$ cat config.mk
export PLATFORM = sky130hd
export DESIGN_NAME = seg7_scan_decoder
export DESIGN_NICKNAME = d
export VERILOG_FILES = /design/src/rtl/seg7_scan_decoder.sv
export SDC_FILE = /design/constraint.sdc
export NUM_CORES = 1
export LEC_CHECK = 0
export BUFFER_PORTS_ARGS = -buffer_cell sky130_fd_sc_hd__buf_2
export CORE_MARGIN = 2
export CORE_UTILIZATION = 52
export CTS_CLUSTER_SIZE = 24
export DETAILED_ROUTE_END_ITERATION = 8
export PLACE_DENSITY = 0.74
export SLEW_MARGIN = 0
export SYNTH_ARGS = -nofsm -noshare
export SYNTH_HDL_FRONTEND = slang
export SYNTH_SLANG_ARGS = --single-unit
export TNS_END_PERCENT = 5
$ cat constraint.sdc
create_clock -name clk -period 2.2 [get_ports clk]
set_input_delay 0.22 -clock clk [delete_from_list [all_inputs] [get_ports clk]]
set_output_delay 0.22 -clock clk [all_outputs]
set_load 0.03 [all_outputs]
$ cat src/rtl/seg7_scan_decoder.sv
// Seven-segment scan receiver.
// Watches a multiplexed segment bus (shared seg bus plus a one-hot digit strobe)
// and rebuilds a frame of BCD digits. A digit is taken only after seg/sel have
// held steady long enough. The finished frame is presented with a valid/ack
// handshake.
module seg7_scan_decoder #(
  parameter int NUM_DIGITS    = 2,
  parameter int STABLE_CYCLES = 4
) (
  input  logic                    clk,
  input  logic                    reset,
  input  logic [0:6]              seg,
  input  logic [NUM_DIGITS-1:0]   sel,
  output logic [4*NUM_DIGITS-1:0] digits,
  output logic [NUM_DIGITS-1:0]   bad,
  output logic                    valid,
  input  logic                    ack,
  output logic                    sel_err,
  output logic                    overrun
);

  localparam logic [7:0] CNT_MAX = 8'(STABLE_CYCLES - 1);

  typedef enum logic [0:0] {
    COLLECT = 1'b0,
    HOLD    = 1'b1
  } frame_state_e;

  // seg is indexed a..g from bit 0, so the literals below read a..g left to right.
  // Result is {illegal, nibble}.
  function automatic logic [4:0] decode_seg(input logic [0:6] s);
    logic [4:0] r;
    case (s)
      7'b1111110: r = {1'b0, 4'd0};
      7'b0110000: r = {1'b0, 4'd1};
      7'b1101101: r = {1'b0, 4'd2};
      7'b1111001: r = {1'b0, 4'd3};
      7'b0110011: r = {1'b0, 4'd4};
      7'b1011011: r = {1'b0, 4'd5};
      7'b1011111: r = {1'b0, 4'd6};
      7'b1110000: r = {1'b0, 4'd7};
      7'b1111111: r = {1'b0, 4'd8};
      7'b1111011: r = {1'b0, 4'd9};
      default:    r = {1'b1, 4'hF};
    endcase
    return r;
  endfunction

  logic [0:6]              seg_r;
  logic [0:6]              seg_prev_r;
  logic [NUM_DIGITS-1:0]   sel_r;
  logic [NUM_DIGITS-1:0]   sel_prev_r;
  logic [7:0]              cnt_r;
  logic [7:0]              cnt_nxt_s;
  logic                    capture_s;
  logic [3:0]              ones_s;
  logic                    onehot_s;
  logic                    multihot_s;
  logic [4:0]              dec_s;

  logic [4*NUM_DIGITS-1:0] shadow_digits_r;
  logic [4*NUM_DIGITS-1:0] shadow_digits_nxt_s;
  logic [NUM_DIGITS-1:0]   shadow_bad_r;
  logic [NUM_DIGITS-1:0]   shadow_bad_nxt_s;
  logic [NUM_DIGITS-1:0]   mask_r;
  logic [NUM_DIGITS-1:0]   mask_nxt_s;
  logic                    complete_s;

  frame_state_e            state_r;
  logic [4*NUM_DIGITS-1:0] digits_r;
  logic [NUM_DIGITS-1:0]   bad_r;
  logic                    valid_r;
  logic                    sel_err_r;
  logic                    overrun_r;

  assign digits  = digits_r;
  assign bad     = bad_r;
  assign valid   = valid_r;
  assign sel_err = sel_err_r;
  assign overrun = overrun_r;

  // Register the bus once, keep the previous sample, and track how long it has held.
  always_ff @(posedge clk) begin
    if (reset) begin
      seg_r      <= 7'b0000000;
      seg_prev_r <= 7'b0000000;
      sel_r      <= '0;
      sel_prev_r <= '0;
      cnt_r      <= 8'd0;
    end else begin
      seg_r      <= seg;
      seg_prev_r <= seg_r;
      sel_r      <= sel;
      sel_prev_r <= sel_r;
      cnt_r      <= cnt_nxt_s;
    end
  end

  // Stability counter and capture strobe: capture once, on the cycle the count first hits its top.
  always_comb begin
    cnt_nxt_s = cnt_r;
    if ((seg_r != seg_prev_r) || (sel_r != sel_prev_r)) begin
      cnt_nxt_s = 8'd0;
    end else if (cnt_r == CNT_MAX) begin
      cnt_nxt_s = cnt_r;
    end else begin
      cnt_nxt_s = cnt_r + 8'd1;
    end
    capture_s = (cnt_nxt_s == CNT_MAX) && (cnt_r != CNT_MAX);
  end

  // Classify the strobe (blank / one-hot / multi-hot) and decode the segment pattern.
  always_comb begin
    ones_s = 4'd0;
    for (int i = 0; i < NUM_DIGITS; i++) begin
      ones_s = ones_s + 4'(sel_r[i]);
    end
    onehot_s   = (ones_s == 4'd1);
    multihot_s = (ones_s > 4'd1);
    dec_s      = decode_seg(seg_r);
  end

  // Shadow frame update: a one-hot capture writes its position and marks it in the mask.
  always_comb begin
    shadow_digits_nxt_s = shadow_digits_r;
    shadow_bad_nxt_s    = shadow_bad_r;
    mask_nxt_s          = mask_r;
    for (int i = 0; i < NUM_DIGITS; i++) begin
      shadow_digits_nxt_s[4*i +: 4] = (capture_s && onehot_s && sel_r[i]) ? dec_s[3:0]
                                                                          : shadow_digits_r[4*i +: 4];
      shadow_bad_nxt_s[i] = (capture_s && onehot_s && sel_r[i]) ? dec_s[4] : shadow_bad_r[i];
      mask_nxt_s[i]       = (capture_s && onehot_s && sel_r[i]) ? 1'b1 : mask_r[i];
    end
    complete_s = &mask_nxt_s;
  end

  // Frame FSM: publish completed frames, hold them until ack, flag frames lost while holding.
  always_ff @(posedge clk) begin
    if (reset) begin
      state_r         <= COLLECT;
      digits_r        <= '0;
      bad_r           <= '0;
      valid_r         <= 1'b0;
      sel_err_r       <= 1'b0;
      overrun_r       <= 1'b0;
      mask_r          <= '0;
      shadow_bad_r    <= '0;
      shadow_digits_r <= '0;
    end else begin
      sel_err_r       <= capture_s && multihot_s;
      shadow_digits_r <= shadow_digits_nxt_s;
      if (complete_s) begin
        mask_r       <= '0;
        shadow_bad_r <= '0;
        // An ack in the same cycle frees the output register for the new frame.
        if ((state_r == COLLECT) || ack) begin
          digits_r <= shadow_digits_nxt_s;
          bad_r    <= shadow_bad_nxt_s;
          valid_r  <= 1'b1;
          state_r  <= HOLD;
        end else begin
          overrun_r <= 1'b1;
        end
      end else begin
        mask_r       <= mask_nxt_s;
        shadow_bad_r <= shadow_bad_nxt_s;
        if ((state_r == HOLD) && ack) begin
          valid_r <= 1'b0;
          state_r <= COLLECT;
        end else begin
          valid_r <= valid_r;
          state_r <= state_r;
        end
      end
    end
  end

endmodule
# After elaboration in Yosys (flattened, before gate mapping)
# Index checks and enable logic that the tools add are counted.
classes:
  n_addsub: 2
  n_lt_le_gt_ge: 1
  n_eq_ne: 17
  n_mux: 12
  bitwise: 2
  reduce_logical: 14
op_table:
  columns: ["cell", "n"]
  rows:
  - ["equality test 7 bit (second input constant)", 8]
  - ["case mux 5 bit (10 select lines)", 1]
  - ["equality test 8 x 2 -> 1 bit (second input constant)", 2]
  - ["2-to-1 mux 8 bit", 2]
  - ["equality test 7 x 6 -> 1 bit (second input constant)", 2]
  - ["adder 8 x 1 -> 8 bit (second input constant)", 1]
  - ["2-to-1 mux 4 bit", 2]
  - ["inequality test 8 x 2 -> 1 bit (second input constant)", 1]
  - ["2-to-1 mux 1 bit", 7]
  - ["inequality test 7 bit", 1]
  - ["logical AND 1 bit", 6]
  - ["AND reduction 3 bit", 2]
  - ["AND reduction 2 bit", 2]
  - ["adder 1 x 1 -> 2 bit", 1]
  - ["equality test 2 x 1 -> 1 bit (second input constant)", 1]
  - ["greater-than comparator 2 x 1 -> 1 bit (second input constant)", 1]
  - ["logical OR 1 bit", 2]
  - ["inequality test 2 x 1 -> 1 bit (second input constant)", 1]
  - ["inequality test 2 bit", 1]
  - ["NOT 1 bit", 2]
  - ["nonzero test 2 bit", 1]
  - ["OR reduction 2 bit", 1]
word_totals:
  ff_bits: 51
  output_inout_bits: 13
  elab_cells: 61

# Longest topological paths before layout
logic_depth:
  ltp_word: 11
  ltp_mapped: 8
  ltp_nobuf: 7

# Worst setup path before layout
# No wires, ideal clock.
synth_path:
  path_type: "flip-flop to flip-flop"
  startpoint: "reg cnt_r[0]"
  endpoint: "reg digits_r[0] (netlist: digits[0])"
  setup_ps: 123
  t_arrival_ps: 2291
  path_slack_ps: -215
  path_stages_with_launch: 9
  period_less_slack_ps: 2415
  cell_sequence: "dfxtp_1 ha_1 nand3_1 or3_1 a32oi_4 buf_6 a41o_4 nand3_4 mux2_1"
synth_between:
  elab_chain_cells: 9
synth_rtl:
  columns: ["item", "line", "text"]
  rows:
  - ["from (decl)", "53", "logic [7:0] cnt_r;"]
  - ["from (signal assigned)", "95", "cnt_r <= cnt_nxt_s;"]
  - ["adder 8 x 1 -> 8 bit or equality test 8 x 2 -> 1 bit (tied branches)", "107, 104", null]
  - ["2-to-1 mux 8 bit", "104", "end else if (cnt_r == CNT_MAX) begin"]
  - ["2-to-1 mux 8 bit", "102", "if ((seg_r != seg_prev_r) || (sel_r != sel_prev_r)) begin"]
  - ["equality test 8 x 2 -> 1 bit", "109", "capture_s = (cnt_nxt_s == CNT_MAX) && (cnt_r != CNT_MAX);"]
  - ["logical AND 1 bit *", "109", null]
  - ["logical AND 1 bit *", "129, 132", null]
  - ["logical AND 1 bit, on equally long branches", "129, 132", null]
  - ["2-to-1 mux 1 bit", "132", "mask_nxt_s[i] = (capture_s && onehot_s && sel_r[i]) ? 1'b1 : mask_r[i];"]
  - ["AND reduction 3 bit (no line)", null, null]
  - ["to (signal assigned)", "157", "digits_r <= shadow_digits_nxt_s;"]
  - ["to (decl)", "70", "logic [4*NUM_DIGITS-1:0] digits_r;"]
# Mark *: on every way between the ends. The rest lies on a longest branch, timed or not.
# A chain may end at the register's enable or synchronous reset.

# Final worst setup path
layout_path:
  startpoint: "reg cnt_r[0]"
  endpoint: "reg digits_r[6] (netlist: digits[6])"
layout_between:
  elab_chain_cells: 9
layout_rtl:
  columns: ["item", "line"]
  rows:
  - ["adder 8 x 1 -> 8 bit or equality test 8 x 2 -> 1 bit (tied branches)", "107, 104"]
  - ["2-to-1 mux 8 bit", "104"]
  - ["2-to-1 mux 8 bit", "102"]
  - ["equality test 8 x 2 -> 1 bit", "109"]
  - ["logical AND 1 bit *", "109"]
  - ["logical AND 1 bit *", "129, 132"]
  - ["logical AND 1 bit, on equally long branches", "132, 129"]
  - ["2-to-1 mux 1 bit", "132"]
  - ["AND reduction 3 bit (no line)", null]
# Marked as above.

==> impl_metrics.tcl <==
set metrics [dict create \
    violations "setup timing" \
    drv_slew 0 \
    grt_max_degree 19 \
    yosysTopAreaCellShare_pct 43.3 \
    cp.required_ns 2.41 \
    clk_pin_slew_ns 0.10 \
    synthesis.nets 247 \
    synth_top_family_by_area "simple AND/OR/NAND/NOR gates" \
    first_global_vias 1644 \
    root_buffer "clkbuf_8" \
    synth-xor-area-share_pct 7.05 \
    ys_warn_count 0 \
    synth_compound_area_share_pct 14.3 \
    cts.sinks 51 \
    gp_congestion 0.810 \
    synth_edf_count 0 \
    start_util_pct 54.2 \
    hold_path.class "in -> reg" \
    drc 0 \
    wl_per_cell_um 14.1 \
    port_buffers 24 \
    hold_violations 0 \
    yosysSeqAreaShare_pct 43.3 \
    period_needed_ns 2.30 \
    clk_latency_ns 0.31 \
    synth_area_mm2 0.00236 \
    cts_hold_buf 0 \
    synth-simple-area-share_pct 23.5 \
    critPathLaunchType "register" \
    async_flop_share_pct 0 \
    synth_mux_area_share_pct 5.83 \
    synthFlopType "dfxtp_1" \
    synth_cell_types 54 \
    antenna_found_initial 0 \
    postPlaceCellArea_mm2 0.00268 \
    syn_inst 233 \
    syn_to_final_growth_pct 25.1 \
    synth_most_common_cell "dfxtp_1" \
    drtPass1Iterations 6 \
    ys_ff_latch 51 \
    final.setup_skew_ns 0.0111 \
    cts_buffers 5 \
    postSynthAreaPerCell_um2 10.1 \
    stdcell_area_mm2 0.00295 \
    diodes 0 \
    die_y_um 71.4 \
    overflow 0 \
    finalWorstSetupSlack_ns -0.0967 \
    grt_pass1_wl_mm 7.44 \
    rsz0062_at_grt "true" \
    yosys.area.top_type "dfxtp_1" \
    cts_tree "built" \
    dp_hpwl_mm 3.35 \
    max-cap-violations 0 \
    worst-slew-pin-transition_ns 0.433 \
    synth_common_cells "dfxtp_1, nor2b_1, nor2_1" \
    drt_iter0_drc 160 \
    setup_viol 12 \
    synth.area.top_cells "dfxtp_1, xnor2_1, nor2b_1, a41oi_1, mux2i_1" \
    ios 25 \
    leakagePower_nw 1.15 \
    final_cells 336 \
    crit_fanout 7 \
    place_ws_ns -0.0664 \
    arrival_ns 2.50 \
    num_vias 1843 \
    period_share_pct 104 \
    cp-end-kind "register" \
    cts_max_path_buffers 2 \
    synth_adder_area_share_pct 1.06 \
    vias_per_cell 5.49 \
    track_usage_pct 18.5 \
    peakVddDrop_mv 0.470 \
    max_slew_margin_pct 71.1 \
    status "finished, violations left" \
    fp.dieW_um 71.4 \
    wirelength_mm 4.73 \
    drive_gt1_share_pct 35.6 \
    criticalPathCategory "reg -> reg" \
    p_per_area_mw_per_mm2 582 \
    dieArea_mm2 0.00509 \
    coreArea_mm2 0.00435 \
    nets 297 \
    placedCellCount 322 \
    htree_levels 2 \
    final_core_util_pct 67.8 \
    ant_nets 0 \
    rows 24 \
    fmax_ghz 0.435 \
]
==> per-stage QoR <==
step	power [mW]	setup TNS [ns]	hold WS (ns)
6_report	1.72	-0.645	0.112
5_1_grt	1.78	-1.72	0.103
4_1_cts	1.72	-0.0658	0.108
3_5_place_dp	1.07	-0.218	0.435
3_3_place_gp	1.07	0	0.428
2_1_floorplan	1.04	0	0.348
==> state kept, by name, indices dropped and copies added (netlist names) <==
| register | cells |
|---|---|
| bad | 2 |
| cnt_r | 8 |
| digits | 8 |
| mask_r | 2 |
| overrun | 1 |
| seg_prev_r | 7 |
| seg_r | 7 |
| sel_err | 1 |
| sel_prev_r | 2 |
| sel_r | 2 |
| shadow_bad_r | 2 |
| shadow_digits_r | 8 |
| valid | 1 |
==> kinds of logic after synthesis <==
group | count (synthesis)
buffers and inverters | 18
AND/OR/NAND/NOR | 90
AO/OA/AOI/OAI | 40
multiplexers | 13
adder cells (fa/ha/maj) | 2
XOR/XNOR | 19
flip-flops | 51
==> metal layers <==
layer  vias up  track usage (%)  wire length, um
met1       854             23.6             2210
met5         -                0                0
met2        46             31.4             2260
met3        14             3.66              172
li1        929                -                -
met4         0             6.29               85
==> placed cells by master (no fill, tap or decap), types with 5 or more instances in the layout <==
| master | instances |
|---|---|
| dfxtp_1 | 49 |
| buf_4 | 32 |
| buf_2 | 24 |
| nor2b_1 | 20 |
| xnor2_1 | 17 |
| nor2_1 | 17 |
| nand2_1 | 7 |
| a41oi_1 | 6 |
| nand2b_1 | 5 |
| nand3_1 | 5 |
| nor3_1 | 5 |
| a211oi_2 | 5 |
| and2b_1 | 5 |
| mux2_1 | 5 |
| clkbuf_8 | 5 |
==> final timing paths <==
| path | startpoint | to | slack, ns | depth (start not counted) |
|---|---|---|---|---|
| max | cnt_r[0] | digits[6] | -0.1 | 8 |
| min | seg[2] | seg_r[2] | 0.11 | 2 |
| max reg2reg | cnt_r[0] | digits[6] | -0.1 | 8 |
| min reg2reg | overrun | overrun | 0.47 | 2 |
==> critical path, cell delays in order (launching register included) <==
cell,delay (ns)
dfxtp_4,0.39
buf_12,0.11
nand4_4,0.07
or4b_4,0.51
a32oi_4,0.30
and4_4,0.35
buf_4,0.13
a211oi_2,0.05
mux2_1,0.28
==> repair_timing <==
item	4_1_cts	5_1_grt
setup endpoints to repair	10	16
resized for setup	7	18
buffers inserted	0	6
pin swaps	5	7
==> layout make-up <==
class                   count  area [um2]
fillers                   351        1400
multi-input cells         164        1330
flip-flops and latches     51        1030
repair buffers             59         403
clock buffers               5        68.8
well taps                  52        65.1
clock inverters             3        46.3
inverters                   2        7.51
==> report_power, final <==
group | switching [mW] | internal, mW | total, mW
Clock | 0.323 | 0.343 | 0.666
Sequential | 0.0148 | 0.936 | 0.951
Combinational | 0.0502 | 0.0491 | 0.0994
Total | 0.388 | 1.33 | 1.72
Power figures use the tool's default switching activity.
